File: src/rtl/fetch_pkg.sv
// Shared types and constants for the instruction-fetch stage.
package fetch_pkg;

    localparam int unsigned INSN_W = 32;
    localparam int unsigned PC_W   = 32;

    localparam logic [INSN_W-1:0] NOP_INSN = 32'h0;
    localparam logic [PC_W-1:0]   PC_RESET = 32'h0;

    typedef struct packed {
        logic [INSN_W-1:0] insn;
        logic [PC_W-1:0]   pc;
    } fetch_entry_t;

    // Sequential fetch advances one word, wrapping at 2^32.
    function automatic logic [PC_W-1:0] pc_inc(input logic [PC_W-1:0] pc);
        return pc + PC_W'(1);
    endfunction

endpackage

File: src/rtl/insn_fifo.sv
// Synchronous DEPTH-entry FIFO of fetched {insn, pc} entries; flush beats push/pop.
module insn_fifo
    import fetch_pkg::*;
#(
    parameter  int unsigned DEPTH = 2,
    localparam int unsigned CNT_W = $clog2(DEPTH + 1)
) (
    input  logic             clock,
    input  logic             reset,
    input  logic             i_push,
    input  logic             i_pop,
    input  logic             i_flush,
    input  fetch_entry_t     i_data,
    output fetch_entry_t     o_head,
    output logic [CNT_W-1:0] o_count,
    output logic             o_full,
    output logic             o_empty
);

    localparam int unsigned PTR_W = (DEPTH > 1) ? $clog2(DEPTH) : 1;

    fetch_entry_t     r_mem [DEPTH];
    logic [PTR_W-1:0] r_rd_ptr;
    logic [PTR_W-1:0] r_wr_ptr;
    logic [CNT_W-1:0] r_count;
    logic             w_push;
    logic             w_pop;

    function automatic logic [PTR_W-1:0] ptr_next(input logic [PTR_W-1:0] ptr);
        return (ptr == PTR_W'(DEPTH - 1)) ? '0 : ptr + PTR_W'(1);
    endfunction

    // A push into a full buffer is only taken when the head leaves the same cycle.
    assign w_pop  = i_pop && !o_empty;
    assign w_push = i_push && (!o_full || w_pop);

    always_ff @(posedge clock) begin
        if (reset || i_flush) begin
            r_rd_ptr <= '0;
            r_wr_ptr <= '0;
            r_count  <= '0;
        end else begin
            if (w_push) begin
                r_wr_ptr <= ptr_next(r_wr_ptr);
            end
            if (w_pop) begin
                r_rd_ptr <= ptr_next(r_rd_ptr);
            end
            r_count <= r_count + CNT_W'(w_push) - CNT_W'(w_pop);
        end
    end

    // Storage carries no reset; occupancy alone says which slots are live.
    always_ff @(posedge clock) begin
        if (w_push && !i_flush && !reset) begin
            r_mem[r_wr_ptr] <= i_data;
        end
    end

    assign o_head  = r_mem[r_rd_ptr];
    assign o_count = r_count;
    assign o_full  = (r_count == CNT_W'(DEPTH));
    assign o_empty = (r_count == '0);

endmodule

File: src/rtl/fetch_stage.sv
// Instruction-fetch stage: PC, single outstanding imem read, redirect handling,
// and a small buffer feeding decode with {insn, pc}.
module fetch_stage
    import fetch_pkg::*;
#(
    parameter int unsigned ADDR_W = 12,
    parameter int unsigned DEPTH  = 2
) (
    input  logic              clock,
    input  logic              reset,
    output logic              imem_req,
    output logic [ADDR_W-1:0] imem_addr,
    input  logic              imem_rvalid,
    input  logic [31:0]       imem_rdata,
    input  logic              redirect_valid,
    input  logic [31:0]       redirect_pc,
    input  logic              stall,
    output logic              fd_valid,
    output logic [31:0]       fd_insn,
    output logic [31:0]       fd_pc,
    output logic [31:0]       fd_pc_plus1
);

    localparam int unsigned CNT_W = $clog2(DEPTH + 1);

    logic [31:0]      r_pc;
    logic [31:0]      r_req_pc;
    logic             r_outstanding;
    logic             r_discard;

    fetch_entry_t     w_head;
    fetch_entry_t     w_push_data;
    logic [CNT_W-1:0] w_count;
    logic             w_full;
    logic             w_empty;
    logic             w_have;
    logic             w_issue;
    logic             w_accept;
    logic             w_push;
    logic             w_pop;

    // With one read in flight at most, issuing only while count < DEPTH keeps
    // count + outstanding within the buffer.
    assign w_issue  = !reset && !r_outstanding && !redirect_valid
                      && (w_count < CNT_W'(DEPTH));
    assign w_accept = imem_rvalid && r_outstanding;
    assign w_have   = !reset && !w_empty;
    assign w_pop    = w_have && !stall && !redirect_valid;
    assign w_push   = w_accept && !r_discard && !redirect_valid && (!w_full || w_pop);

    assign w_push_data = '{insn: imem_rdata, pc: r_req_pc};

    insn_fifo #(
        .DEPTH (DEPTH)
    ) u_fifo (
        .clock   (clock),
        .reset   (reset),
        .i_push  (w_push),
        .i_pop   (w_pop),
        .i_flush (redirect_valid),
        .i_data  (w_push_data),
        .o_head  (w_head),
        .o_count (w_count),
        .o_full  (w_full),
        .o_empty (w_empty)
    );

    // Redirect outranks issue/response; a read still in flight when it lands
    // is marked for discard unless its data arrives in that same cycle.
    always_ff @(posedge clock) begin
        if (reset) begin
            r_pc          <= PC_RESET;
            r_req_pc      <= PC_RESET;
            r_outstanding <= 1'b0;
            r_discard     <= 1'b0;
        end else if (redirect_valid) begin
            r_pc <= redirect_pc;
            if (r_outstanding) begin
                r_outstanding <= !imem_rvalid;
                r_discard     <= !imem_rvalid;
            end
        end else if (w_issue) begin
            r_pc          <= pc_inc(r_pc);
            r_req_pc      <= r_pc;
            r_outstanding <= 1'b1;
        end else if (w_accept) begin
            r_outstanding <= 1'b0;
            r_discard     <= 1'b0;
        end
    end

    assign imem_req    = w_issue;
    assign imem_addr   = r_pc[ADDR_W-1:0];

    assign fd_valid    = w_have;
    assign fd_insn     = w_have ? w_head.insn      : NOP_INSN;
    assign fd_pc       = w_have ? w_head.pc        : 32'h0;
    assign fd_pc_plus1 = w_have ? pc_inc(w_head.pc) : 32'h0;

endmodule

File: config.mk
export PLATFORM = sky130hd
export DESIGN_NAME = fetch_stage
export DESIGN_NICKNAME = d
export VERILOG_FILES = /design/src/rtl/fetch_pkg.sv /design/src/rtl/insn_fifo.sv /design/src/rtl/fetch_stage.sv
export SDC_FILE = /design/constraint.sdc
export NUM_CORES = 1
export LEC_CHECK = 0
export BUFFER_PORTS_ARGS = -buffer_cell sky130_fd_sc_hd__buf_2
export CAP_MARGIN = 20
export CORE_UTILIZATION = 40
export CTS_CLUSTER_DIAMETER = 200
export DETAILED_ROUTE_END_ITERATION = 12
export PLACE_DENSITY = 0.67
export REMOVE_ABC_BUFFERS = 1
export SLEW_MARGIN = 10
export SYNTH_ARGS = -nofsm -noshare
export SYNTH_HDL_FRONTEND = slang
export SYNTH_SLANG_ARGS = --single-unit
File: constraint.sdc
create_clock -name clock -period 6.3 [get_ports clock]
set_input_delay 0 -clock clock [delete_from_list [all_inputs] [get_ports clock]]
set_output_delay 0 -clock clock [all_outputs]
set_load 0.005 [all_outputs]
== After elaboration in Yosys (flattened, before gate mapping) ==
Memory sizes are Yosys's and may differ from the RTL's. A register that Yosys moved wholly into a read port is not among the register bits.
Index checks and enable logic that the tools add are counted.
Storage, ports and cells
  flip-flop bits (word level): 70
  bits in writable memories: 128
  input port bits: 69
  output and inout bits: 110
  word-level logic and storage cells: 68
  memories kept: 1
Operators by class
  add/subtract/negate cells: 6
  magnitude comparators: 1
  equality and inequality tests: 3
  mux-type cells: 18
  bitwise logic cells: 1
  reduce and logical (&&, ||, !) cells: 31
Memories
  u_fifo.r_mem: words 2, bits a word 64, read ports 1, clocked after Yosys merged registers in 1, wr ports 1, line insn_fifo.sv:22  | fetch_entry_t r_mem [DEPTH];
Operators by type and width (number)
  2-to-1 mux 32 bit: 5
  adder 32 x 1 -> 32 bit (second input constant): 2
  logical AND 1 bit: 14
  2-to-1 mux 1 bit: 13
  logical NOT 1 bit: 8
  != test 2 x 1 -> 1 bit (second input constant): 2
  nonzero test 2 bit: 2
  logical OR 1 bit: 3
  AND reduction 3 bit: 1
  nonzero test 3 bit: 1
  adder 1 bit (second input constant): 2
  adder 2 x 1 -> 2 bit: 1
  equality test 2 bit (second input constant): 1
  logical NOT 2 bit: 1
  less-than comparator 2 bit (second input constant): 1
  AND reduction 2 bit: 1
  subtractor 2 x 1 -> 2 bit: 1
  NOT 1 bit: 1

== Longest topological paths before layout ==
  depth in word-level cells: 12
  gate-level depth with buffers: 12
  gate-level depth less buffers: 9

== Cells and area by module ==
Synthesis repeated with hierarchy kept, for this count alone.
Second synthesis, totals
  cells, all modules: 867
  area, all modules: 9417.8 µm²
By module, submodules not included
  insn_fifo: times used 1, cells an instance 228, area each 4875.9 µm², sequential area each 3943.8 µm²
  fetch_stage: times used 1, cells an instance 639, area each 4541.9 µm², sequential area each 1321.3 µm²

== Worst setup path before layout ==
OpenSTA, ideal clock, no wires.
  path kind: reg2reg
  from: register r_outstanding
  to: memory u_fifo.r_mem[1][0] in the netlist's numbering (enable)
  library setup time: 0.578 ns
  data arrival time: 5.502 ns
  required time: 5.722 ns
  path slack: 0.220 ns
  cell stages (with the launch flop): 4
  path buffers: 1
  period minus slack after synthesis: 6.080 ns
  cell sequence: dfxtp_1 -> clkbuf_1 -> nand4_1 -> nor3b_1
On the way
  cells in the longest elaborated chain, start to end: 9
Ends and longest elaborated chain
  start: declaration: line fetch_stage.sv:28  | logic r_outstanding;
  start signal: assignment: line fetch_stage.sv:79  | r_outstanding <= !imem_rvalid;
  logical AND 1 bit: line fetch_stage.sv:46  | assign w_accept = imem_rvalid && r_outstanding;
  logical AND 1 bit (3 in a row): line fetch_stage.sv:49  | assign w_push = w_accept && !r_discard && !redirect_valid && (!w_full || w_pop);
  logical AND 1 bit: line insn_fifo.sv:35  | assign w_push = i_push && (!o_full || w_pop);
  logical AND 1 bit (2 in a row): line insn_fifo.sv:55  | if (w_push && !i_flush && !reset) begin
  2-to-1 mux 1 bit: line insn_fifo.sv:55
  2-to-1 mux 1 bit (implied by the code): line insn_fifo.sv:56  | r_mem[r_wr_ptr] <= i_data;
  end: declaration: line insn_fifo.sv:22
No other way between the ends.

==> impl_metrics.csv <==
group,metric,value,unit
status,status,"finished, final reports clean",
synth,synth_common_cells,"128 x edfxtp_1, 118 x nor2_1, 112 x nand2_1",
placed_design,place.gp.congestion,0.8505,
clock_tree,htree_levels,4,
die,dieArea,23570,um2
pwr,powerDensity,225.3,nW/um2
synth,yosysTopAreaCell,"edfxtp_1",
synth,synth.ff_latch_count,199,
clock_tree,post_cts_buffers,0,
die,dieWidth,153.5,um
pwr,vdd_drop_max,0.1413,mV
global_routing,grt_antenna_before_repair,0,
die,initial_utilization,40.69,%
global_routing,grt_usage,18.49,%
synth,synth_area,9184,um2
sta,finalHoldViolCount,0,
synth,synthCells,879,
route,drt-pass1-iter-count,6,
pwr,leakagePower,4.186,nW
placed_design,preCtsSetupSlack,2438,ps
worst_setup_path,critPathCaptureType,"primary output",
synth,seq_area_frac_synth,57.33,%
final_layout,drive_above_1_share,20.99,%
sta,finalMaxSlewViolations,0,
synth,synth_ff_type,"edfxtp_1",
clock_tree,cts.sinks,199,
worst_setup_path,crit_path_start_kind,"register",
placed_design,io_buffer_count,178,
sta,setup_viol,0,
synth,async_flop_share,0,%
sta,holdWs,9.514,ps
final_layout,final_net_count,1170,
die,row_count,55,
synth,synth_edf_count,128,
die,io_pins,179,
global_routing,grt_pass1_wl,34600,um
route,vias,7305,
clock_tree,cts_hold_buffers,71,
run,drv_cap,0,
sta,fin_crit_sh,67.71,%
final_layout,fill_cells,2137,
final_layout,area_growth,25.23,%
worst_setup_path,r2r_cells,7,
worst_setup_path,worstSetupPathType,"register to primary output",
synth,synth_most_common_cell,"edfxtp_1",
worst_setup_path,critical_path_arrival,4270,ps
hold_path,min_path_cells,4,
sta,slew_headroom,40.44,%
sta,fin_setup_tns,0,ps
sta,rsz0062_at_grt,"false",
sta,worstMarginPinSlew,893.5,ps
synth,syn_area_per_cell,10.45,um2
route,drt_wl_total,21930,um
clock_tree,cts_made_buffers,17,
clock_tree,clock_path_buffers,2,
clock_tree,cts_resized,0,
placed_design,hpwl,14710,um
die,die_h,153.5,um
global_routing,grt_pass1_vias,6833,
clock_tree,clk_latency,430,ps
route,via_per_inst,5.237,
route,post_drt_wl_per_cell,15.72,um
route,dr.first_iter.drc_count,495,
hold_path,hold_class,"input port to register",
route,drtAntennaViolNets,0,
global_routing,overflow,0,
global_routing,grt_max_degree,84,
route,drc,0,
synth,yosys.cell_types.count,52,
final_layout,diodes,0,
synth,yosysWarnings,0,
worst_setup_path,cp.required,6300,ps
sta,clock.fmax,0.2344,GHz
die,core,22570,um2
worst_setup_path,worstPathMaxFanout,68,
sta,skew,6.998,ps
clock_tree,cts_tree,"done",
clock_tree,ctsRootBufferMaster,"clkbuf_16",
sta,setup_slack,2034,ps
synth,yosysTopAreaCellShare,41.85,%
sta,fin_crit,4266,ps
final_layout,post-route-util,50.95,%
clock_tree,clk_pin_slew,70,ps
synth,synth_area_leaders,"edfxtp_1 42%, dfxtp_1 15%, mux2i_1 7.0%, nor2_1 4.8%, nand2_1 4.6%",
## critical path, stage by stage (launching register included)
cell	delay, ps
dfxtp_4	720
buf_4	740
nand4_1	260
a221oi_2	570
nand4_1	560
nor4_1	450
mux2_2	370
buf_2	120
## cell usage in the layout (no fill, tap or decap), types with 3 or more instances in the layout
| cell type | instances |
|---|---|
| xnor2_1 | 27 |
| a22oi_1 | 7 |
| buf_4 | 10 |
| a211oi_1 | 16 |
| mux2_2 | 5 |
| o31ai_1 | 7 |
| nand4b_1 | 4 |
| ha_1 | 4 |
| xor2_1 | 10 |
| inv_1 | 13 |
| a31oi_1 | 10 |
| nand3_1 | 32 |
| buf_2 | 178 |
| o21ai_0 | 13 |
| nand3b_1 | 10 |
| dlygate4sd3_1 | 71 |
| mux2i_1 | 64 |
| nor2_1 | 118 |
| or3_1 | 7 |
| nor3_1 | 21 |
| inv_6 | 4 |
| and2_1 | 9 |
| edfxtp_1 | 128 |
| and3_1 | 5 |
| nand4_1 | 22 |
| a21oi_1 | 51 |
| nor4_1 | 16 |
| dfxtp_1 | 70 |
| nand2_1 | 112 |
| clkinv_4 | 3 |
| o31a_1 | 3 |
| a311oi_1 | 3 |
| clkbuf_16 | 17 |
## cell type report
| cell class | count | area [um2] | share of cell area [%] |
|---|---|---|---|
| Clock inverter | 13 | 115.1 | 1.001 |
| Clock buffer | 19 | 432.9 | 3.764 |
| Multi-Input combinational cell | 606 | 3598 | 31.29 |
| Timing Repair Buffer | 259 | 1677 | 14.58 |
| Sequential cell | 199 | 5269 | 45.81 |
| Tap cell | 285 | 356.6 | 3.101 |
| Inverter | 14 | 52.55 | 0.4569 |
## per-layer routing
metal / global-route usage (%) / share of wire (%) / vias to the layer above
li1: - / - / 3618
met1: 24.05 / 45 / 3412
met2: 30.43 / 47 / 236
met4: 7.857 / 2.9 / 0
met5: 0 / 0 / -
met3: 3.185 / 4.7 / 39
## logic make-up after synthesis
| kind of cell | synth area share, % |
|---|---|
| buffers and inverters | 3.597 |
| AND/OR/NAND/NOR | 19.03 |
| AO/OA/AOI/OAI | 8.379 |
| adder cells (fa/ha/maj) | 0.5450 |
| flip-flops | 57.33 |
| XOR/XNOR | 3.529 |
| multiplexers | 7.588 |
## path summary, 6_finish.rpt
kind | end | start | slack (ps)
max | fd_pc_plus1[25] | register | 2030
min | u_fifo.r_rd_ptr$_SDFFE_PP0P_ | stall | 10
max reg2reg | r_pc[29]$_SDFFE_PP0P_ | u_fifo.o_count[1]$_SDFF_PP0_ | 3610
min reg2reg | u_fifo.r_mem[1][28]$_DFFE_PP_ | r_req_pc[28]$_SDFFE_PP0P_ | 450
## metrics by stage
stage | instances | power [mW] | area [um2]
3_3_place_gp | 1292 | 1.576 | 10240
2_1_floorplan | 819 | 1.511 | 8906
4_1_cts | 1395 | 2.616 | 11500
3_5_place_dp | 1292 | 1.579 | 10240
6_report | 1395 | 2.591 | 11500
5_1_grt | 1395 | 2.689 | 11500
## sequential cells by signal, summed over array words and instances, names as in the netlist, named ones only
| signal | flops |
|---|---|
| u_fifo.r_rd_ptr | 1 |
| r_req_pc | 32 |
| r_pc | 32 |
| u_fifo.r_wr_ptr | 1 |
| u_fifo.r_mem | 128 |
| u_fifo.o_count | 2 |
| r_outstanding | 1 |
| r_discard | 1 |
## power by group
part	total (mW)	internal, mW	switching [mW]
registers	1.43	1.41	0.0290
clock network	1.01	0.518	0.489
logic	0.149	0.0766	0.0725
Note: power is estimated with default switching activity, not from simulation.
